$ cat src/rtl/gfx256_wbm_readwrite.sv
// Wishbone B4 classic single-port master for the GFX read/write arbiter.
// One request at a time; completes on slave ack, slave err, or timeout.
module gfx256_wbm_readwrite #(
    parameter int WID     = 256,
    parameter int TIMEOUT = 1024
) (
    input  logic                 clk_i,
    input  logic                 rst_i,
    input  logic                 read_request_i,
    input  logic                 write_request_i,
    input  logic [31:0]          addr_i,
    input  logic                 we_i,
    input  logic [WID/8-1:0]     sel_i,
    input  logic [WID-1:0]       dat_i,
    output logic [WID-1:0]       dat_o,
    output logic                 ack_o,
    output logic                 err_o,
    output logic                 busy_o,
    output logic                 wbm_cyc_o,
    output logic                 wbm_stb_o,
    output logic                 wbm_we_o,
    output logic [31:0]          wbm_adr_o,
    output logic [WID/8-1:0]     wbm_sel_o,
    output logic [WID-1:0]       wbm_dat_o,
    output logic [2:0]           wbm_cti_o,
    output logic [1:0]           wbm_bte_o,
    input  logic                 wbm_ack_i,
    input  logic                 wbm_err_i,
    input  logic [WID-1:0]       wbm_dat_i
);

    // state  | meaning
    // IDLE   | waiting for a request from the arbiter
    // BUS    | Wishbone cycle in progress, waiting for ack/err/timeout
    // DONE   | ack_o (and err_o) presented to the arbiter for one cycle
    localparam logic [1:0] S_IDLE = 2'd0;
    localparam logic [1:0] S_BUS  = 2'd1;
    localparam logic [1:0] S_DONE = 2'd2;

    // TIMEOUT=0 still needs a 1-bit counter so the declarations stay legal.
    localparam int CW = (TIMEOUT > 0) ? $clog2(TIMEOUT + 1) : 1;
    localparam logic [CW-1:0] LP_TO_LAST = (TIMEOUT > 0) ? CW'(TIMEOUT - 1) : '0;

    logic [1:0]          r_state;
    logic [CW-1:0]       r_cnt;
    logic                r_cyc;
    logic                r_stb;
    logic                r_we;
    logic [31:0]         r_adr;
    logic [WID/8-1:0]    r_sel;
    logic [WID-1:0]      r_wdat;
    logic [WID-1:0]      r_rdat;
    logic                r_ack;
    logic                r_err;
    logic                r_busy;

    logic                w_is_write;
    logic                w_start;
    logic                w_timeout;

    assign w_is_write = write_request_i & we_i;
    assign w_start    = write_request_i | read_request_i;
    assign w_timeout  = (TIMEOUT != 0) && (r_cnt == LP_TO_LAST);

    always_ff @(posedge clk_i) begin
        if (rst_i) begin
            r_state <= S_IDLE;
            r_cnt   <= '0;
            r_cyc   <= 1'b0;
            r_stb   <= 1'b0;
            r_we    <= 1'b0;
            r_adr   <= '0;
            r_sel   <= '0;
            r_wdat  <= '0;
            r_rdat  <= '0;
            r_ack   <= 1'b0;
            r_err   <= 1'b0;
            r_busy  <= 1'b0;
        end else begin
            case (r_state)
                S_IDLE: begin
                    if (w_start) begin
                        r_adr   <= addr_i;
                        r_sel   <= sel_i;
                        r_wdat  <= dat_i;
                        r_we    <= w_is_write;
                        r_cyc   <= 1'b1;
                        r_stb   <= 1'b1;
                        r_busy  <= 1'b1;
                        r_cnt   <= '0;
                        r_state <= S_BUS;
                    end
                end
                S_BUS: begin
                    // Error (slave or timeout) outranks a simultaneous ack.
                    if (wbm_err_i || w_timeout) begin
                        r_cyc   <= 1'b0;
                        r_stb   <= 1'b0;
                        r_rdat  <= '0;
                        r_err   <= 1'b1;
                        r_ack   <= 1'b1;
                        r_state <= S_DONE;
                    end else if (wbm_ack_i) begin
                        r_cyc   <= 1'b0;
                        r_stb   <= 1'b0;
                        if (!r_we) begin
                            r_rdat <= wbm_dat_i;
                        end
                        r_err   <= 1'b0;
                        r_ack   <= 1'b1;
                        r_state <= S_DONE;
                    end else if (r_cnt != '1) begin
                        r_cnt <= r_cnt + CW'(1);
                    end
                end
                S_DONE: begin
                    r_ack   <= 1'b0;
                    r_err   <= 1'b0;
                    r_busy  <= 1'b0;
                    r_state <= S_IDLE;
                end
                default: begin
                    r_state <= S_IDLE;
                end
            endcase
        end
    end

    assign dat_o     = r_rdat;
    assign ack_o     = r_ack;
    assign err_o     = r_err;
    assign busy_o    = r_busy;
    assign wbm_cyc_o = r_cyc;
    assign wbm_stb_o = r_stb;
    assign wbm_we_o  = r_we;
    assign wbm_adr_o = r_adr;
    assign wbm_sel_o = r_sel;
    assign wbm_dat_o = r_wdat;
    assign wbm_cti_o = 3'b000;
    assign wbm_bte_o = 2'b00;

endmodule
$ cat config.mk
export PLATFORM = sky130hd
export DESIGN_NAME = gfx256_wbm_readwrite
export DESIGN_NICKNAME = d
export VERILOG_FILES = /design/src/rtl/gfx256_wbm_readwrite.sv
export SDC_FILE = /design/constraint.sdc
export NUM_CORES = 1
export LEC_CHECK = 0
export ABC_AREA = 0
export CAP_MARGIN = 20
export CORE_AREA = 8 8 444 446
export CTS_CLUSTER_SIZE = 16
export DETAILED_ROUTE_END_ITERATION = 8
export DIE_AREA = 0 0 452 454
export HOLD_SLACK_MARGIN = 0.08
export PLACE_DENSITY = 0.31
export REMOVE_ABC_BUFFERS = 1
export SYNTH_ARGS = -nofsm -noshare
export SYNTH_HDL_FRONTEND = slang
export SYNTH_SLANG_ARGS = --single-unit
$ cat constraint.sdc
create_clock -name clk_i -period 4.45 [get_ports clk_i]
set_input_delay 0.89 -clock clk_i [delete_from_list [all_inputs] [get_ports clk_i]]
set_output_delay 0.89 -clock clk_i [all_outputs]
set_load 0.02 [all_outputs]
==> impl_metrics.env, run 1 <==
export IMPL_final_hold_viol_count=0
export IMPL_cp_max_fo=3
export IMPL_antenna_found_initial=74
export IMPL_crit_type="reg2out"
export IMPL_drt_iter0_drc=1114
export IMPL_vdd_drop_max_uv=324
export IMPL_fin_crit_sh_pct=68.0
export IMPL_antenna_left=0
export IMPL_n_fill_cell=20934
export IMPL_core_area_sq_um=190000
export IMPL_clk_latency_ns=0.68
export IMPL_worstSetupStartpointType="register"
export IMPL_cts_path_max_buffers=3
export IMPL_skew_ns=0.0340
export IMPL_layout_setup_ws_ns=1.42
export IMPL_grt_usage_pct=13.9
export IMPL_grt_max_degree=173
export IMPL_slew_violations=0
export IMPL_dp_hpwl_um=122000
export IMPL_synth_edf_count=0
export IMPL_final_nets=3767
export IMPL_totalWireLength_um=152000
export IMPL_hold_class="reg2reg"
export IMPL_synth_fa_ha_area_share_pct=0.0646
export IMPL_timing_rr_end="dat_o[2]"
export IMPL_viasPerCell=3.42
export IMPL_crit_family="buffers and inverters"
export IMPL_multiInputGateArea_sq_um=6800
export IMPL_synth_simple_area_share_pct=13.5
export IMPL_finalSetupViolCount=0
export IMPL_placementRows=160
export IMPL_pre_cts_ws_ns=1.17
export IMPL_critPathRequiredTime_ns=3.56
export IMPL_worst_r2r_cell_count=7
export IMPL_synth_compound_area_share_pct=21.1
export IMPL_cts_buffers=85
export IMPL_drcViolationCount=0
export IMPL_period_minus_slack_ns=3.03
export IMPL_ctsResizeCount=0
export IMPL_power_mw=15.6
export IMPL_ys_warn_count=0
export IMPL_maxCapViolCount=0
export IMPL_reg2reg_from="r_cnt[0]"
export IMPL_slowest_delay_ns=0.89
export IMPL_status="complete, no violations"
export IMPL_slowest_stage="clkdlybuf4s50_1"
export IMPL_fmax_mhz=331
export IMPL_critical_path_arrival_ns=2.14
export IMPL_vias=19717
export IMPL_synth_top_family_by_area="compound AO/OA/AOI/OAI gates"
export IMPL_p_leak_nw=13.2
export IMPL_wl_per_cell_um=26.4
export IMPL_cts_setup_buffers=0
export IMPL_clkTransAtPathRegs_ns=0.06
export IMPL_hold_slack_ns=0.451
export IMPL_start_util_pct=10.2
export IMPL_syn_area_sq_um=19400
export IMPL_cts_tree="done"
export IMPL_root_buffer="clkbuf_16"
export IMPL_worst_slew_pin_slew_ns=1.21
export IMPL_powerDensity_nw_per_um2=424
export IMPL_synth_cells=2063
export IMPL_path_buf_inv=1
export IMPL_cts_htree_levels=3
export IMPL_fp_dieW_um=452
export IMPL_mostFrequentLayoutCells="clkdlybuf4s50_1 (1,163), nand2_1 (653), dfxtp_1 (594)"
export IMPL_cts_sinks=594
export IMPL_yosysSeqAreaShare_pct=61.4
export IMPL_rsz0062_at_grt="no"
export IMPL_ys_ff_latch=594
export IMPL_dp_cells=5607
export IMPL_grt_first_pass_wirelength_um=194000
export IMPL_syn_to_final_growth_pct=90.2
export IMPL_place_area_sq_um=33900
export IMPL_relSlewSlack_pct=19.5
export IMPL_crit_cells=1
export IMPL_synth_main_ff_cell="dfxtp_1"
export IMPL_ios=1170
export IMPL_syn_area_per_cell_sq_um=9.39
export IMPL_min_delay_start="wbm_dat_o[160]"
export IMPL_min_path_cells=2
export IMPL_io_buffers=1164
export IMPL_synth_xor_xnor_area_share_pct=0
export IMPL_layout_drive_gt1_share_pct=5.54
export IMPL_synth_area_mux_share_pct=0.0581
export IMPL_regArea_sq_um=11900
export IMPL_rrSetupSlack_ns=1.81
export IMPL_grt_pass1_vias=19249
export IMPL_final_area_sq_um=36800
export IMPL_crit_chain="clkdlybuf4s50_1"
export IMPL_end_kind="output pin"
export IMPL_overflow=0
export IMPL_synth_cell_type_count=33
export IMPL_async_reset_ff_share_pct=0
export IMPL_drt_pass1_iter_count=4
export IMPL_fp_dieH_um=454
export IMPL_stdcell_count=5770
export IMPL_cts_hold_buffers=0
export IMPL_place_gp_congestion=0.814
export IMPL_die_area_sq_um=205000
export IMPL_final_common_cell="clkdlybuf4s50_1"
export IMPL_hold_path_end="wbm_dat_o[160]"
## per-stage QoR
| step | TNS (ns) | utilization (%) |
|---|---|---|
| after CTS | 0 | 19.4 |
| after global routing | 0 | 19.4 |
| final | 0 | 19.4 |
| after global placement | 0 | 17.9 |
| after detailed placement | 0 | 17.9 |
| after floorplan | -6552.41 | - |
## registers in the layout (all words and copies together), names as in the netlist
signal,cells
r_state,2
wbm_stb_o,1
ack_o,1
dat_o,256
err_o,1
wbm_we_o,1
r_cnt,11
busy_o,1
wbm_adr_o,32
wbm_dat_o,256
wbm_sel_o,32
## synthesized netlist by cell type, drive strengths merged, types with 2 or more instances
cell type | number | area [sq um]
a211oi | 2 | 15.0
a21oi | 331 | 1660
a22o | 256 | 2240
a311oi | 7 | 61.3
a41oi | 3 | 26.3
buf | 59 | 308
clkbuf | 114 | 428
dfxtp | 594 | 11900
nand2 | 653 | 2450
nand2b | 5 | 31.3
nand3 | 6 | 35.0
nor2 | 6 | 22.5
nor2b | 3 | 18.8
nor4 | 3 | 33.8
o21a | 2 | 15.0
o21ai | 5 | 25.0
o31ai | 3 | 22.5
## cell type report
cell class                 instances  share of cell area, %
inverter                           1                 0.0102
clock inverter                    21                  0.852
multi-input combinational       1299                   18.4
sequential                       594                   32.3
tap                             2511                   8.53
timing repair buffer            1202                   32.8
antenna                           11                 0.0747
clock buffer                     131                   7.00
## cells by family after synthesis
kind of cell | after synthesis
muxes | 1
and+or+nand+nor | 679
other | 1
buffers and inverters | 174
adders and majority gates | 1
AOI/OAI and AO/OA | 613
DFF | 594
## how the worst max path moves through the flow
stage                    from  endpoint  slack, ns
floorplan               rst_i  dat_o[0]     -15.99
detailed placement  wbm_err_i  r_cnt[7]       1.17
global placement    wbm_err_i  r_cnt[2]       1.22
finish               wbm_we_o  wbm_we_o       1.42
global route         wbm_we_o  wbm_we_o       1.20
CTS                  wbm_we_o  wbm_we_o       1.09
## routing by layer
layer | vias up | part of all wire, % | global-route usage [%]
li1 | 9306 | - | -
met1 | 9378 | 37 | 14.8
met2 | 774 | 53 | 26.2
met3 | 229 | 8.4 | 5.31
met4 | 30 | 1.9 | 2.72
met5 | - | 0.13 | 0
## report_power, final
group          switching (mW)  total, mW  leakage [nW]  internal, mW
combinational            1.47       2.67          6.92          1.20
clock                    2.86       7.15          1.42          4.29
sequential              0.171       5.80          4.85          5.63
total                    4.50       15.6          13.2          11.1
Power figures use the tool's default switching activity.
==> run 2, diff against run 1 <==
--- a/config.mk
+++ b/config.mk
@@ -7,10 +7,10 @@
 export LEC_CHECK = 0
 export ABC_AREA = 0
 export CAP_MARGIN = 20
-export CORE_AREA = 8 8 444 446
+export CORE_AREA = 8 8 448 450
 export CTS_CLUSTER_SIZE = 16
 export DETAILED_ROUTE_END_ITERATION = 8
-export DIE_AREA = 0 0 452 454
+export DIE_AREA = 0 0 456 458
 export HOLD_SLACK_MARGIN = 0.08
 export PLACE_DENSITY = 0.31
 export REMOVE_ABC_BUFFERS = 1
==> constraint.sdc (replaced) <==
create_clock -name clk_i -period 2.84 [get_ports clk_i]
set_input_delay 0.568 -clock clk_i [delete_from_list [all_inputs] [get_ports clk_i]]
set_output_delay 0.568 -clock clk_i [all_outputs]
set_load 0.02 [all_outputs]
==> impl_metrics.env, run 2 (synthesized netlist as in run 1, its figures left out) <==
export IMPL_grt_usage_pct=12.3
export IMPL_cts_tree="done"
export IMPL_clk_latency_ns=0.69
export IMPL_worst_slew_pin_slew_ns=1.12
export IMPL_end_kind="output pin"
export IMPL_crit_type="reg2out"
export IMPL_multiInputGateArea_sq_um=6800
export IMPL_timing_rr_end="dat_o[80]"
export IMPL_regArea_sq_um=11900
export IMPL_cts_htree_levels=3
export IMPL_grt_first_pass_wirelength_um=180000
export IMPL_wl_per_cell_um=23.3
export IMPL_clkTransAtPathRegs_ns=0.05
export IMPL_grt_max_degree=168
export IMPL_hold_slack_ns=0.239
export IMPL_die_area_sq_um=209000
export IMPL_crit_family="buffers and inverters"
export IMPL_layout_drive_gt1_share_pct=6.54
export IMPL_power_switching_mw=6.89
export IMPL_core_area_sq_um=194000
export IMPL_overflow=0
export IMPL_totalWireLength_um=136000
export IMPL_viasPerCell=3.36
export IMPL_grt_pass1_vias=19879
export IMPL_fin_crit_sh_pct=91.0
export IMPL_worst_r2r_cell_count=7
export IMPL_swShare_pct=28.8
export IMPL_fp_dieW_um=456
export IMPL_crit_start="wbm_we_o"
export IMPL_p_int_mw=17.1
export IMPL_path_buf_inv=1
export IMPL_crit_cells=1
export IMPL_drt_pass1_iter_count=5
export IMPL_antenna_left=0
export IMPL_place_gp_congestion=0.772
export IMPL_antenna_found_initial=58
export IMPL_maxCapViolCount=0
export IMPL_final_nets=3806
export IMPL_crit_end="wbm_we_o"
export IMPL_fmax_mhz=387
export IMPL_period_minus_slack_ns=2.59
export IMPL_p_leak_nw=13.4
export IMPL_tns_ns=0
export IMPL_ios=1170
export IMPL_cts_setup_buffers=0
export IMPL_root_buffer="clkbuf_16"
export IMPL_vdd_drop_max_uv=362
export IMPL_slowest_stage="clkdlybuf4s50_1"
export IMPL_n_fill_cell=21430
export IMPL_slew_violations=0
export IMPL_critPathRequiredTime_ns=2.27
export IMPL_worstSetupStartpointType="register"
export IMPL_drcViolationCount=0
export IMPL_stdcell_count=5839
export IMPL_crit_chain="clkdlybuf4s50_1"
export IMPL_fp_dieH_um=458
export IMPL_place_area_sq_um=34600
export IMPL_status="complete, no violations"
export IMPL_final_area_sq_um=37400
export IMPL_cts_sinks=594
export IMPL_critical_path_arrival_ns=2.02
export IMPL_placementRows=162
export IMPL_relSlewSlack_pct=25.6
export IMPL_powerDensity_nw_per_um2=641
export IMPL_finalSetupViolCount=0
export IMPL_slowest_delay_ns=0.80
export IMPL_final_common_cell="clkdlybuf4s50_1"
export IMPL_rsz0062_at_grt="no"
export IMPL_syn_to_final_growth_pct=92.9
export IMPL_comb_power_share_pct=17.9
export IMPL_io_buffers=1164
export IMPL_power_mw=24.0
export IMPL_pwr_share_seq_pct=37.9
export IMPL_drt_iter0_drc=1108
export IMPL_dp_cells=5680
export IMPL_final_hold_viol_count=0
export IMPL_start_util_pct=10.0
export IMPL_mostFrequentLayoutCells="clkdlybuf4s50_1 (1,162), nand2_1 (653), dfxtp_1 (594)"
export IMPL_cts_buffers=82
export IMPL_cp_max_fo=3
export IMPL_cts_path_max_buffers=3
export IMPL_reg2reg_from="r_cnt[0]"
export IMPL_hold_class="in2reg"
export IMPL_clock_power_share_pct=44.2
export IMPL_skew_ns=0.0447
export IMPL_rrSetupSlack_ns=0.42
export IMPL_dp_hpwl_um=109000
export IMPL_vias=19643
[run 2: cell types whose count changed in the layout (fill, tap and decap cells not counted), moves of 2 or more]
cell	before	now
clkbuf_1	19	22
clkinv_2	7	10
clkbuf_8	26	20
clkbuf_16	86	83
buf_12	12	40
bufinv_16	5	3
buf_4	26	40
[run 2: worst min path at each step]
stage	start	cells past startpoint	to	slack, ns
finish	rst_i	2	wbm_dat_o[5]	0.24
global route	rst_i	2	wbm_dat_o[5]	0.19
CTS	rst_i	2	wbm_dat_o[5]	0.15
detailed placement	wbm_dat_o[153]	2	wbm_dat_o[153]	0.45
global placement	wbm_dat_o[35]	2	wbm_dat_o[35]	0.44
floorplan	r_cnt[9]	2	r_cnt[9]	0.46
[run 2: final cells by class]
cell class | instances | area share, %
Inverter | 1 | 0.0100
Tap cell | 2542 | 8.51
Sequential cell | 594 | 31.8
Antenna cell | 11 | 0.0736
Clock inverter | 23 | 0.760
Multi-Input combinational cell | 1299 | 18.2
Clock buffer | 125 | 6.51
Timing Repair Buffer | 1244 | 34.1
[run 2: timing repair]
| action | CTS | global route |
|---|---|---|
| gates resized for setup | 1 | 0 |
| hold buffers | 0 | 0 |
| endpoints found under the setup margin | 1 | 0 |
[run 2: per-stage QoR]
stage	worst slack, ns	util (%)
final	0.254	19.3
after global routing	0.138	19.3
after CTS	0.0359	19.3
after detailed placement	0.298	17.9
after global placement	0.229	17.9
after floorplan	-17.28	-
[run 2: power groups by stage]
| stage | clock network (mW) | registers (mW) | logic (mW) |
|---|---|---|---|
| global placement | 0 | 9.26 | 4.43 |
| finish | 10.6 | 9.08 | 4.29 |
| detailed placement | 0 | 9.26 | 4.42 |
| CTS | 11.2 | 9.09 | 4.43 |
| global route | 11.5 | 9.14 | 4.60 |
| floorplan | 0 | 9.81 | 1.13 |
[run 2: routing by layer]
metal	global-route usage, %	vias to the layer above	wire length (um)
met5	0	-	40
met4	3.08	6	3390
met3	4.95	215	11400
met2	23.9	802	74100
met1	12.1	9210	47300
li1	-	9410	-
==> run 3, diff against run 2 <==
--- a/config.mk
+++ b/config.mk
@@ -7,10 +7,10 @@
 export LEC_CHECK = 0
 export ABC_AREA = 0
 export CAP_MARGIN = 20
-export CORE_AREA = 8 8 448 450
+export CORE_AREA = 8 8 444 446
 export CTS_CLUSTER_SIZE = 16
 export DETAILED_ROUTE_END_ITERATION = 8
-export DIE_AREA = 0 0 456 458
+export DIE_AREA = 0 0 452 454
 export HOLD_SLACK_MARGIN = 0.08
 export PLACE_DENSITY = 0.31
 export REMOVE_ABC_BUFFERS = 1
==> constraint.sdc (replaced) <==
create_clock -name clk_i -period 3 [get_ports clk_i]
set_input_delay 0.6 -clock clk_i [delete_from_list [all_inputs] [get_ports clk_i]]
set_output_delay 0.6 -clock clk_i [all_outputs]
set_load 0.02 [all_outputs]
==> impl_metrics.env, run 3 (synthesized netlist as in run 1, its figures left out) <==
export IMPL_top_layer="met5"
export IMPL_crit_type="reg2out"
export IMPL_viasPerCell=3.46
export IMPL_maxCapViolCount=0
export IMPL_dr_wl_met3_um=11800
export IMPL_syn_to_final_growth_pct=90.5
export IMPL_grt_first_pass_wirelength_um=195000
export IMPL_rsz0062_at_grt="no"
export IMPL_cts_tree="done"
export IMPL_placementRows=160
export IMPL_power_mw=22.7
export IMPL_status="complete, no violations"
export IMPL_vias=19960
export IMPL_powerDensity_nw_per_um2=615
export IMPL_ctsResizeCount=0
export IMPL_fp_dieW_um=452
export IMPL_final_nets=3774
export IMPL_antenna_found_initial=90
export IMPL_cts_path_max_buffers=3
export IMPL_critPathRequiredTime_ns=2.40
export IMPL_root_buffer="clkbuf_16"
export IMPL_p_leak_nw=13.2
export IMPL_relSlewSlack_pct=42.6
export IMPL_layout_setup_ws_ns=0.470
export IMPL_end_kind="output pin"
export IMPL_io_buffers=1164
export IMPL_fp_dieH_um=454
export IMPL_clk_latency_ns=0.69
export IMPL_grt_pass1_vias=19570
export IMPL_fin_crit_sh_pct=84.3
export IMPL_hold_class="in2reg"
export IMPL_core_area_sq_um=190000
export IMPL_final_hold_viol_count=0
export IMPL_critical_path_arrival_ns=1.93
export IMPL_fmax_mhz=395
export IMPL_drt_iter0_drc=1290
export IMPL_worst_slew_pin_slew_ns=0.861
export IMPL_finalSetupViolCount=0
export IMPL_wl_met2_um=80100
export IMPL_drcViolationCount=0
export IMPL_start_util_pct=10.2
export IMPL_cts_setup_buffers=0
export IMPL_antenna_left=0
export IMPL_crit_family="buffers and inverters"
export IMPL_wl_per_cell_um=26.3
export IMPL_skew_ns=0.0240
export IMPL_die_area_sq_um=205000
export IMPL_period_minus_slack_ns=2.53
export IMPL_wl_met1_um=55700
export IMPL_place_gp_congestion=0.826
export IMPL_totalWireLength_um=152000
export IMPL_cts_buffers=83
export IMPL_final_common_cell="clkdlybuf4s50_1"
export IMPL_clkTransAtPathRegs_ns=0.06
export IMPL_slowest_stage="clkdlybuf4s50_1"
export IMPL_ios=1170
export IMPL_vdd_drop_max_uv=434
export IMPL_pre_cts_ws_ns=0.325
export IMPL_cts_hold_buffers=0
export IMPL_crit_chain="clkdlybuf4s50_1"
export IMPL_slowest_delay_ns=0.91
export IMPL_layout_drive_gt1_share_pct=5.51
export IMPL_cp_max_fo=2
export IMPL_overflow=0
export IMPL_worstSetupStartpointType="register"
export IMPL_utilization_pct=19.5
export IMPL_mostFrequentLayoutCells="clkdlybuf4s50_1 (1,162), nand2_1 (653), dfxtp_1 (594)"
export IMPL_grt_usage_pct=13.9
export IMPL_path_buf_inv=1
export IMPL_drt_pass1_iter_count=5
export IMPL_grt_max_degree=149
export IMPL_cts_sinks=594
export IMPL_slew_violations=0
export IMPL_dp_hpwl_um=123000
export IMPL_cts_htree_levels=3
## run 3: changes by cell type in the layout (fill, tap and decap cells not counted), moves of 2 or more
cell	before	now
diode_2	11	8
buf_12	40	27
clkbuf_16	83	85
buf_4	40	21
clkbuf_1	22	20
clkbuf_8	20	15
## run 3: worst paths after layout
kind | from | endpoint | slack [ns] | depth (start not counted)
min | rst_i | wbm_adr_o[17] | 0.25 | 2
min reg2reg | busy_o | busy_o | 0.45 | 2
max reg2reg | r_cnt[0] | dat_o[153] | 0.59 | 7
max | wbm_dat_o[213] | wbm_dat_o[213] | 0.47 | 1
## run 3: area by class of cell
type / count / area (sq um)
Inverter: 1 / 3.75
Antenna cell: 8 / 20.0
Fill cell: 20967 / 153000
Multi-Input combinational cell: 1299 / 6800
Clock inverter: 22 / 300
Clock buffer: 120 / 2410
Timing Repair Buffer: 1211 / 12300
Sequential cell: 594 / 11900
Tap cell: 2511 / 3140
## run 3: report_power, final
part           leakage (nW)  switching (mW)  internal [mW]
clock network          1.33            4.17           5.93
logic                  7.03            2.16           1.83
registers              4.85           0.248           8.35
## run 3: through the flow
| stage | instances | cell area [sq um] | hold slack, ns | TNS (ns) |
|---|---|---|---|---|
| 2_1_floorplan | 1894 | 18700 | 0.459 | -7237.97 |
| 3_3_place_gp | 5616 | 34200 | 0.442 | 0 |
| 3_5_place_dp | 5616 | 34200 | 0.445 | 0 |
| 4_1_cts | 5758 | 36900 | 0.147 | 0 |
| 5_1_grt | 5762 | 36900 | 0.192 | 0 |
| 6_report | 5766 | 36900 | 0.247 | 0 |
## run 3: metal layers
layer	vias to the layer above	track usage [%]
met3	258	5.03
li1	9325	-
met1	9526	14.6
met5	-	0
met2	825	26.1
met4	26	3.36
